==> config.mk <==
export PLATFORM = sky130hd
export DESIGN_NAME = vga_scan_controller
export DESIGN_NICKNAME = d
export VERILOG_FILES = /design/src/rtl/vga_scan_controller.sv
export SDC_FILE = /design/constraint.sdc
export NUM_CORES = 1
export LEC_CHECK = 0
export CAP_MARGIN = 10
export CORE_UTILIZATION = 30
export CTS_BUF_LIST = sky130_fd_sc_hd__clkbuf_4
export CTS_CLUSTER_SIZE = 30
export DETAILED_ROUTE_END_ITERATION = 10
export SYNTH_ARGS = -nofsm -noshare
export SYNTH_HDL_FRONTEND = slang
export SYNTH_SLANG_ARGS = --single-unit
==> constraint.sdc <==
create_clock -name clk -period 4.65 [get_ports clk]
set_clock_uncertainty 0.2 [all_clocks]
set_input_delay 0.6975 -clock clk [delete_from_list [all_inputs] [get_ports clk]]
set_output_delay 0.6975 -clock clk [all_outputs]
set_load 0.01 [all_outputs]
==> src/rtl/vga_scan_controller.sv <==
// Raster timing master: free-running h/v counters with x/y output, plus sync/blank
// delayed by PIPE_LAT ticks and an output register that lines up returned RGB.
module vga_scan_controller #(
    parameter int H_ACTIVE = 640,
    parameter int H_FP     = 16,
    parameter int H_SYNC   = 96,
    parameter int H_BP     = 48,
    parameter int V_ACTIVE = 480,
    parameter int V_FP     = 10,
    parameter int V_SYNC   = 2,
    parameter int V_BP     = 33,
    parameter int PIPE_LAT = 1
) (
    input  logic       clk,
    input  logic       rst_n,
    input  logic       pix_en,
    output logic [9:0] x,
    output logic [9:0] y,
    input  logic [7:0] red,
    input  logic [7:0] green,
    input  logic [7:0] blue,
    output logic [7:0] vga_r,
    output logic [7:0] vga_g,
    output logic [7:0] vga_b,
    output logic       vga_hs,
    output logic       vga_vs,
    output logic       vga_blank_n,
    output logic       vga_sync_n,
    output logic       active,
    output logic       frame_start
);
    localparam int H_TOTAL = H_ACTIVE + H_FP + H_SYNC + H_BP;
    localparam int V_TOTAL = V_ACTIVE + V_FP + V_SYNC + V_BP;

    // 11-bit constants so a 1024-tick total or sync end does not wrap
    localparam logic [10:0] H_LAST = 11'(H_TOTAL - 1);
    localparam logic [10:0] H_ACT  = 11'(H_ACTIVE);
    localparam logic [10:0] HS_BEG = 11'(H_ACTIVE + H_FP);
    localparam logic [10:0] HS_END = 11'(H_ACTIVE + H_FP + H_SYNC);
    localparam logic [10:0] V_LAST = 11'(V_TOTAL - 1);
    localparam logic [10:0] V_ACT  = 11'(V_ACTIVE);
    localparam logic [10:0] VS_BEG = 11'(V_ACTIVE + V_FP);
    localparam logic [10:0] VS_END = 11'(V_ACTIVE + V_FP + V_SYNC);

    logic [9:0]          h_cnt_q, h_cnt_d;
    logic [9:0]          v_cnt_q, v_cnt_d;
    logic                active_q, active_d;
    logic                frame_start_q, frame_start_d;
    logic [PIPE_LAT-1:0] hs_pipe_q, hs_pipe_d;
    logic [PIPE_LAT-1:0] vs_pipe_q, vs_pipe_d;
    logic [PIPE_LAT-1:0] act_pipe_q, act_pipe_d;
    logic                vga_hs_q, vga_hs_d;
    logic                vga_vs_q, vga_vs_d;
    logic                vga_blank_n_q, vga_blank_n_d;
    logic [7:0]          vga_r_q, vga_r_d;
    logic [7:0]          vga_g_q, vga_g_d;
    logic [7:0]          vga_b_q, vga_b_d;

    logic [10:0] h_ext, v_ext;
    logic        h_wrap, v_wrap;
    logic        hs_raw, vs_raw, act_raw;

    always_comb begin
        h_ext   = {1'b0, h_cnt_q};
        v_ext   = {1'b0, v_cnt_q};
        h_wrap  = (h_ext == H_LAST);
        v_wrap  = (v_ext == V_LAST);
        hs_raw  = !((h_ext >= HS_BEG) && (h_ext < HS_END));
        vs_raw  = !((v_ext >= VS_BEG) && (v_ext < VS_END));
        act_raw = (h_ext < H_ACT) && (v_ext < V_ACT);
    end

    // Counters; 'active' is registered from the next count so it resets to 0
    always_comb begin
        h_cnt_d       = h_cnt_q;
        v_cnt_d       = v_cnt_q;
        active_d      = active_q;
        frame_start_d = 1'b0;
        if (pix_en) begin
            if (h_wrap) begin
                h_cnt_d = '0;
                v_cnt_d = v_wrap ? '0 : v_cnt_q + 10'd1;
            end else begin
                h_cnt_d = h_cnt_q + 10'd1;
            end
            active_d      = ({1'b0, h_cnt_d} < H_ACT) && ({1'b0, v_cnt_d} < V_ACT);
            frame_start_d = h_wrap && v_wrap;
        end
    end

    // Delay line: bit 0 takes the raw value, bit i takes bit i-1
    always_comb begin
        hs_pipe_d     = hs_pipe_q;
        vs_pipe_d     = vs_pipe_q;
        act_pipe_d    = act_pipe_q;
        vga_hs_d      = vga_hs_q;
        vga_vs_d      = vga_vs_q;
        vga_blank_n_d = vga_blank_n_q;
        vga_r_d       = vga_r_q;
        vga_g_d       = vga_g_q;
        vga_b_d       = vga_b_q;
        if (pix_en) begin
            hs_pipe_d     = PIPE_LAT'({hs_pipe_q, hs_raw});
            vs_pipe_d     = PIPE_LAT'({vs_pipe_q, vs_raw});
            act_pipe_d    = PIPE_LAT'({act_pipe_q, act_raw});
            vga_hs_d      = hs_pipe_q[PIPE_LAT-1];
            vga_vs_d      = vs_pipe_q[PIPE_LAT-1];
            vga_blank_n_d = act_pipe_q[PIPE_LAT-1];
            vga_r_d       = act_pipe_q[PIPE_LAT-1] ? red   : 8'h00;
            vga_g_d       = act_pipe_q[PIPE_LAT-1] ? green : 8'h00;
            vga_b_d       = act_pipe_q[PIPE_LAT-1] ? blue  : 8'h00;
        end
    end

    always_ff @(posedge clk) begin
        if (!rst_n) begin
            h_cnt_q       <= '0;
            v_cnt_q       <= '0;
            active_q      <= 1'b0;
            frame_start_q <= 1'b0;
            hs_pipe_q     <= '1;
            vs_pipe_q     <= '1;
            act_pipe_q    <= '0;
            vga_hs_q      <= 1'b1;
            vga_vs_q      <= 1'b1;
            vga_blank_n_q <= 1'b0;
            vga_r_q       <= 8'h00;
            vga_g_q       <= 8'h00;
            vga_b_q       <= 8'h00;
        end else begin
            h_cnt_q       <= h_cnt_d;
            v_cnt_q       <= v_cnt_d;
            active_q      <= active_d;
            frame_start_q <= frame_start_d;
            hs_pipe_q     <= hs_pipe_d;
            vs_pipe_q     <= vs_pipe_d;
            act_pipe_q    <= act_pipe_d;
            vga_hs_q      <= vga_hs_d;
            vga_vs_q      <= vga_vs_d;
            vga_blank_n_q <= vga_blank_n_d;
            vga_r_q       <= vga_r_d;
            vga_g_q       <= vga_g_d;
            vga_b_q       <= vga_b_d;
        end
    end

    assign x           = h_cnt_q;
    assign y           = v_cnt_q;
    assign active      = active_q;
    assign frame_start = frame_start_q;
    assign vga_hs      = vga_hs_q;
    assign vga_vs      = vga_vs_q;
    assign vga_blank_n = vga_blank_n_q;
    assign vga_r       = vga_r_q;
    assign vga_g       = vga_g_q;
    assign vga_b       = vga_b_q;
    assign vga_sync_n  = 1'b0;

endmodule

==> metrics.md, run 1 <==
| Metric | Value |
|---|---|
| Instance count of the mapped netlist | 261 |
| Via count normalized by instance count | 4.96 |
| Worst min-delay path class | reg -> reg |
| Maximum single-stage delay on the critical path | between 800 and 900 ps |
| Time the final worst path needs with I/O delays and setup | 2800 ps |
| Worst r2r path cells | 5 |
| Relative slew slack | 36.6% |
| Area enclosed by the die boundary | 8180 um^2 |
| Fill cells | 753 |
| Required time worst endpoint | 4700 ps |
| Crit path max fanout | 15 |
| Worst skew pair latency | about 380 ps |
| Routed wire per std cell | 13.9 um |
| Count of different cell masters after synthesis | 42 |
| Total Nets Final | about 360 |
| Launch instance of the worst register-to-register path | x[0] |
| Hold buffer count at CTS | 0 |
| Transition at the pin with the smallest max-transition slack | 950 ps |
| Vias | between 2,000 and 2,500 |
| Post CTS Setup Buffer Count | 0 |
| Share of cells above drive strength 1 | 3.93% |
| Synth Cell Area | 2350 um^2 |
| Buffer levels on the longest clock path | 2 |
| Dominant register cell in the synthesized netlist | sky130_fd_sc_hd__dfxtp_1 |
| Die Y | 90.4 um |
| Post-detailed-routing wire length | about 6000 um |
| Startpoint types | primary input |
| Met2 global-route usage | 24.9% |
| Count of port buffers added during placement | 75 |
| Pre-CTS setup slack | between 1000 and 1500 ps |
| EDFF count, synth | 0 |
| Worst hold start | act_pipe_q |
| Final period utilization | 60.2% |
| Area of the core | 7410 um^2 |
| Ports placed on the boundary | 77 |
| Combined flip-flop and latch cell area | approximately 1000 um^2 |
| Worst hold path endpoint | act_pipe_q |
| Crit path setup slack, layout | 1850 ps |
| Number of failing setup endpoints in the final timing report | 0 |
| Data arrival time of the worst path | 2850 ps |
| Syn-to-layout area delta | 38.9% |
| Initial detailed-routing violation count | 92 |
| Async S/R FF share, synth | 0% |
| Horizontal extent of the die | 90.4 um |
| Cts bufs inserted | 5 |
| Setup TNS | 0 ps |
| IR Drop Worst-Case VDD | 0.102 mV |
| Standard-cell row count | 31 |
| Max frequency | 0.357 GHz |
| Area occupied by multi-input gates | ~1200 um^2 |
| Finished Core Util | 44.0% |
| Number of global-route vias before repair | 1,957 |
| Met1 usage in global routing | 19.0% |
| Reg2reg setup slack | between 2000 and 2500 ps |
| Static leakage | 1.08 nW |
| Max-cap violations | 0 |
| Slowest cell on the critical path | sky130_fd_sc_hd__clkdlybuf4s50_1 |
| Syn_area_per_cell | around 9.0 um^2 |
| Post-route antenna net violation count | 0 |
| Power per unit of standard cell area | 248 nW/um^2 |
| Register clock-pin slew on the reported worst setup and hold paths | 160 ps |
| Net count after synthesis | between 200 and 300 |
| Count of inserted antenna diode cells | 0 |
| Number of antenna violations at the first check in global routing | 0 |
| Reg-to-Reg End | y[2] |
| DRT Pass-1 Iters | 4 |
| Synthesis warning total | 0 |
| Placer congestion estimate | 0.764 |
| Initial standard-cell utilization of the core | 31.7% |
| GR peak layer | met2 |
| Final Max Slew Viols | 0 |
| Drt drc | 0 |
| Number of levels the H-tree was split into | 2 |
| Portion of the post-synthesis area used by sequential elements | 44.4% |
| Critical path buffers and inverters | 2 |
| Outcome | completed |
| WHS Path Cells | 2 |
| Gr ovfl total | 0 |
| Start-to-end type of the worst setup path | in -> reg |
| Largest net degree at the start of global routing | 37 |
| GRT Util Overall | approximately 15% |
| Setup repair after global routing missed its margin | no |
| First-pass GRT wire length | between 9000 and 10,000 um |
| CTS Root Buffer Type | sky130_fd_sc_hd__clkbuf_4 |
| TritonCTS clock tree | yes |
| Final Hold Viols | 0 |
| Global Route met3 Usage | under 10% |
| Cell class contributing the biggest share of worst-path delay | simple AND/OR/NAND/NOR gates |
| Chain of cells forming the critical path | clkdlybuf4s50_1 > inv_1 > or4_1 > nor3_1 > xnor2_1 > nor2_1 |
| Capturing element type of the critical path | flip-flop |
| Clock sink total | 52 |
| HPWL reported at the end of detailed placement | 4240 um |
| FF+latch count, synth | 52 |
| Most frequent cells in the layout | 75 x sky130_fd_sc_hd__clkdlybuf4s50_1, 52 x sky130_fd_sc_hd__dfxtp_1, 25 x sky130_fd_sc_hd__nor2b_1 |
| Leading cell type in the layout, fill and taps excluded | sky130_fd_sc_hd__clkdlybuf4s50_1 |
| Gates resized, CTS repair | 0 |
## worst max-delay path by stage
stage	start	slack, ps	depth (start not counted)	to
floorplan	x[0]	2460	7	active
global placement	pix_en	1480	6	y[7]
detailed placement	pix_en	1380	6	y[7]
CTS	pix_en	1820	6	y[7]
global route	pix_en	1680	5	y[6]
finish	pix_en	1850	6	y[7]
## final cells by class
type,count,area share (%)
Clock buffer,5,1.15
Clock inverter,3,1.31
Inverter,7,0.806
Multi-Input combinational cell,186,37.3
Sequential cell,52,32.0
Tap cell,99,3.80
Timing Repair Buffer,78,23.7
## per-layer routing
metal	part of all wire (%)	vias to the layer above
met2	49	44
met5	0	-
met3	3.5	4
li1	-	1067
met4	0.54	0
met1	47	1018
## metrics by stage
step | power, mW | hold slack (ps) | std cells | cell area [um^2]
after detailed placement | 0.557 | 260 | 422 | 3180
after CTS | 0.817 | 290 | 430 | 3260
after floorplan | 0.508 | 245 | 261 | 2350
final | 0.807 | 287 | 430 | 3260
after global routing | 0.839 | 322 | 430 | 3260
after global placement | 0.556 | 262 | 422 | 3180
## cells in the mapped netlist (all sizes together) (2+ instances only)
cell | count | area share (%)
inv | 7 | 1.1
and2 | 6 | 1.6
o21ai | 8 | 1.7
ha | 5 | 2.7
nor2 | 16 | 2.6
and3 | 3 | 0.80
xnor2 | 8 | 3.0
or3 | 5 | 1.3
nor3 | 9 | 2.1
nand2 | 17 | 2.7
nor4 | 2 | 0.53
buf | 2 | 0.53
a21boi | 5 | 1.6
a21oi | 5 | 1.1
nand4 | 8 | 2.1
xor2 | 6 | 2.2
nand3 | 7 | 1.5
nand4b | 2 | 0.75
nor2b | 25 | 6.7
dfxtp | 52 | 44
o32ai | 2 | 0.75
a22oi | 24 | 7.7
mux2i | 3 | 1.3
clkbuf | 14 | 2.2
and4 | 3 | 1.1
nand3b | 2 | 0.64
o21a | 3 | 0.96
## tightest hold or removal path, stage by stage (launching register included)
cell	delay, ps
sky130_fd_sc_hd__dfxtp_1	340
sky130_fd_sc_hd__nand2_1	50
sky130_fd_sc_hd__a21boi_0	70
## kinds of logic after synthesis
family | after synthesis | synth area share (%)
muxes | 3 | 1.28
and+or+nand+nor | 110 | 26.6
xor gates and xnor gates | 14 | 5.23
adders and majority gates | 5 | 2.67
DFF | 52 | 44.4
buffers and inverters | 23 | 3.89
other | 1 | 0.160
AOI/OAI and AO/OA | 53 | 15.8
## state kept, by name (all words and copies together) (netlist names)
name / cells
vga_b: 8
vs_pipe_q: 1
vga_r: 8
vga_g: 8
vga_blank_n: 1
vga_vs: 1
x: 10
vga_hs: 1
active: 1
frame_start: 1
hs_pipe_q: 1
act_pipe_q: 1
y: 10
## report_power, final
part	internal, mW	switching, mW
clock	0.112	0.149
sequential	0.455	0.00598
combinational	0.0493	0.0354
Power figures use the tool's default switching activity.
==> inputs of run 2 (changes only) <==
- clock period: 4.65 -> 2.4 ns (I/O delays scaled with it)
==> run 2 against run 1 <==
Compared with the run above:
- final area up 3.0%
- non-clock buffer count up 14
- setup slack worse by 1700 ps
- count of clock-buffer cells in the layout up 1
- flip-flop and latch count unchanged
- clock power up 54%
- wire length up 3.2%
- first-iteration DRC count down 41%
- combinational power up 100%
- hold slack worse by 7.6 ps
- via count up 2.3%
==> metrics.md, run 2 (synthesized netlist as in run 1, its figures left out) <==
| Metric | Value |
|---|---|
| Die Y | 90.4 um |
| Start-to-end type of the worst setup path | reg -> reg |
| Number of levels the H-tree was split into | 2 |
| First-pass GRT wire length | approximately 10000 um |
| Hold buffer count at CTS | 0 |
| Sequential power share | 60.9% |
| Via count normalized by instance count | 4.92 |
| Area of the core | 7410 um^2 |
| Required time worst endpoint | between 2000 and 2500 ps |
| Count of port buffers added during placement | 75 |
| Initial standard-cell utilization of the core | 31.7% |
| Gr ovfl total | 0 |
| Routed wire per std cell | 13.9 um |
| Critical path buffers and inverters | 0 |
| Initial detailed-routing violation count | 54 |
| GR peak layer | met2 |
| Startpoint types | flip-flop |
| Vias | 2,183 |
| Cell seen most often among critical-path stages | sky130_fd_sc_hd__or3_1 |
| Fraction of power consumed by combinational cells | 11.7% |
| Worst min-delay path class | reg -> reg |
| Buffer levels on the longest clock path | 2 |
| Largest net degree at the start of global routing | 31 |
| Chain of cells forming the critical path | ha_1 > nand3b_1 > or3_1 > or3_1 > a211oi_1 > o32ai_1 |
| Max frequency | 0.439 GHz |
| Number of antenna violations at the first check in global routing | 0 |
| GRT Util Overall | 15.3% |
| TritonCTS clock tree | yes |
| Final Hold Viols | 0 |
| Met2 global-route usage | 23.9% |
| Time the final worst path needs with I/O delays and setup | ~2300 ps |
| Internal power summed over all cells | 1.11 mW |
| Crit path max fanout | 6 |
| Register clock-pin slew on the reported worst setup and hold paths | 160 ps |
| Met1 usage in global routing | 21.0% |
| Count of inserted antenna diode cells | 0 |
| Syn-to-layout area delta | 43.0% |
| Cts bufs inserted | 5 |
| Post-route antenna net violation count | 0 |
| Max-cap violations | 0 |
| Final Cell Area | between 3000 and 4000 um^2 |
| Final period utilization | 95.0% |
| Power per unit of standard cell area | 438 nW/um^2 |
| Share of cells above drive strength 1 | under 10% |
| Capturing element type of the critical path | flip-flop |
| HPWL reported at the end of detailed placement | 4360 um |
| Standard-cell row count | 31 |
| Setup TNS | 0 ps |
| Data arrival time of the worst path | 2350 ps |
| Switching share of total power | 24.6% |
| Number of failing setup endpoints in the final timing report | 0 |
| IR Drop Worst-Case VDD | 0.231 mV |
| CTS Root Buffer Type | sky130_fd_sc_hd__clkbuf_4 |
| Worst skew pair latency | 370 ps |
| Post CTS Setup Buffer Count | 0 |
| Cell class contributing the biggest share of worst-path delay | simple AND/OR/NAND/NOR gates |
| Final Max Slew Viols | 0 |
| Area enclosed by the die boundary | 8180 um^2 |
| Part of the total power dissipated in the clock network | 27.4% |
| Global Route met3 Usage | 3.20% |
| Placer congestion estimate | about 0.78 |
| Net Switching | 0.361 mW |
| Finished Core Util | 45.3% |
| Ports placed on the boundary | 77 |
| Drt drc | 0 |
| Horizontal extent of the die | 90.4 um |
| Leading cell type in the layout, fill and taps excluded | sky130_fd_sc_hd__clkdlybuf4s50_1 |
| Outcome | completed |
| Clock sink total | 52 |
| Setup repair after global routing missed its margin | no |
| Placed inst area | 3300 um^2 |
| Fill cells | 745 |
| Post-detailed-routing wire length | 6170 um |
| Total Nets Final | 376 |
| DRT Pass-1 Iters | 4 |
| Most frequent cells in the layout | 75 x sky130_fd_sc_hd__clkdlybuf4s50_1, 50 x sky130_fd_sc_hd__dfxtp_1, 25 x sky130_fd_sc_hd__nor2b_1 |
| Gates resized, CTS repair | 0 |
| Slowest cell on the critical path | sky130_fd_sc_hd__or3_1 |
| Min Hold Slack | 279 ps |
| Number of global-route vias before repair | 1,919 |
| Maximum single-stage delay on the critical path | between 400 and 500 ps |
| Static leakage | 1.14 nW |
-- run 2: final timing paths --
check	start	end	slack, ps	cells past startpoint
setup / recovery	x[0]	active	120	6
hold / removal	act_pipe_q	act_pipe_q	280	2
setup reg to reg	x[0]	active	120	6
hold reg to reg	act_pipe_q	act_pipe_q	280	2
-- run 2: per-layer routing --
layer,share of wire [%],up-vias,wire length (um)
met2,48,50,2980
li1,-,1091,-
met3,4.2,7,258
met1,46,1035,2850
met4,1.4,0,89
met5,0,-,0
-- run 2: worst register-to-register path, stage by stage (launching register included) --
cell	delay (ps)
sky130_fd_sc_hd__dfxtp_2	400
sky130_fd_sc_hd__ha_1	210
sky130_fd_sc_hd__nand3b_1	150
sky130_fd_sc_hd__or3_1	430
sky130_fd_sc_hd__or3_1	380
sky130_fd_sc_hd__a211oi_1	290
sky130_fd_sc_hd__o32ai_1	120
-- run 2: final cells by class --
class / instances / area [um^2] / area share, %
inverters: 7 / 26.3 / 0.783
well taps: 99 / 124 / 3.69
clock buffers: 6 / 45.0 / 1.34
repair buffers: 92 / 891 / 26.6
flip-flops and latches: 52 / 1040 / 31.1
multi-input cells: 186 / 1210 / 36.2
clock inverters: 2 / 11.3 / 0.336
-- run 2: through the flow --
stage	instances	power (mW)	setup slack (ps)
after detailed placement	436	1.09	78.1
after global placement	436	1.08	90.1
after floorplan	261	0.984	209
final	444	1.47	120
after CTS	444	1.50	67.4
after global routing	444	1.54	20.3
-- run 2: power groups by stage --
stage | Sequential (mW) | Combinational, mW | Clock (mW)
final | 0.894 | 0.171 | 0.403
after global routing | 0.898 | 0.187 | 0.460
after CTS | 0.894 | 0.174 | 0.427
after detailed placement | 0.913 | 0.173 | 0
after global placement | 0.912 | 0.172 | 0
after floorplan | 0.919 | 0.0648 | 0
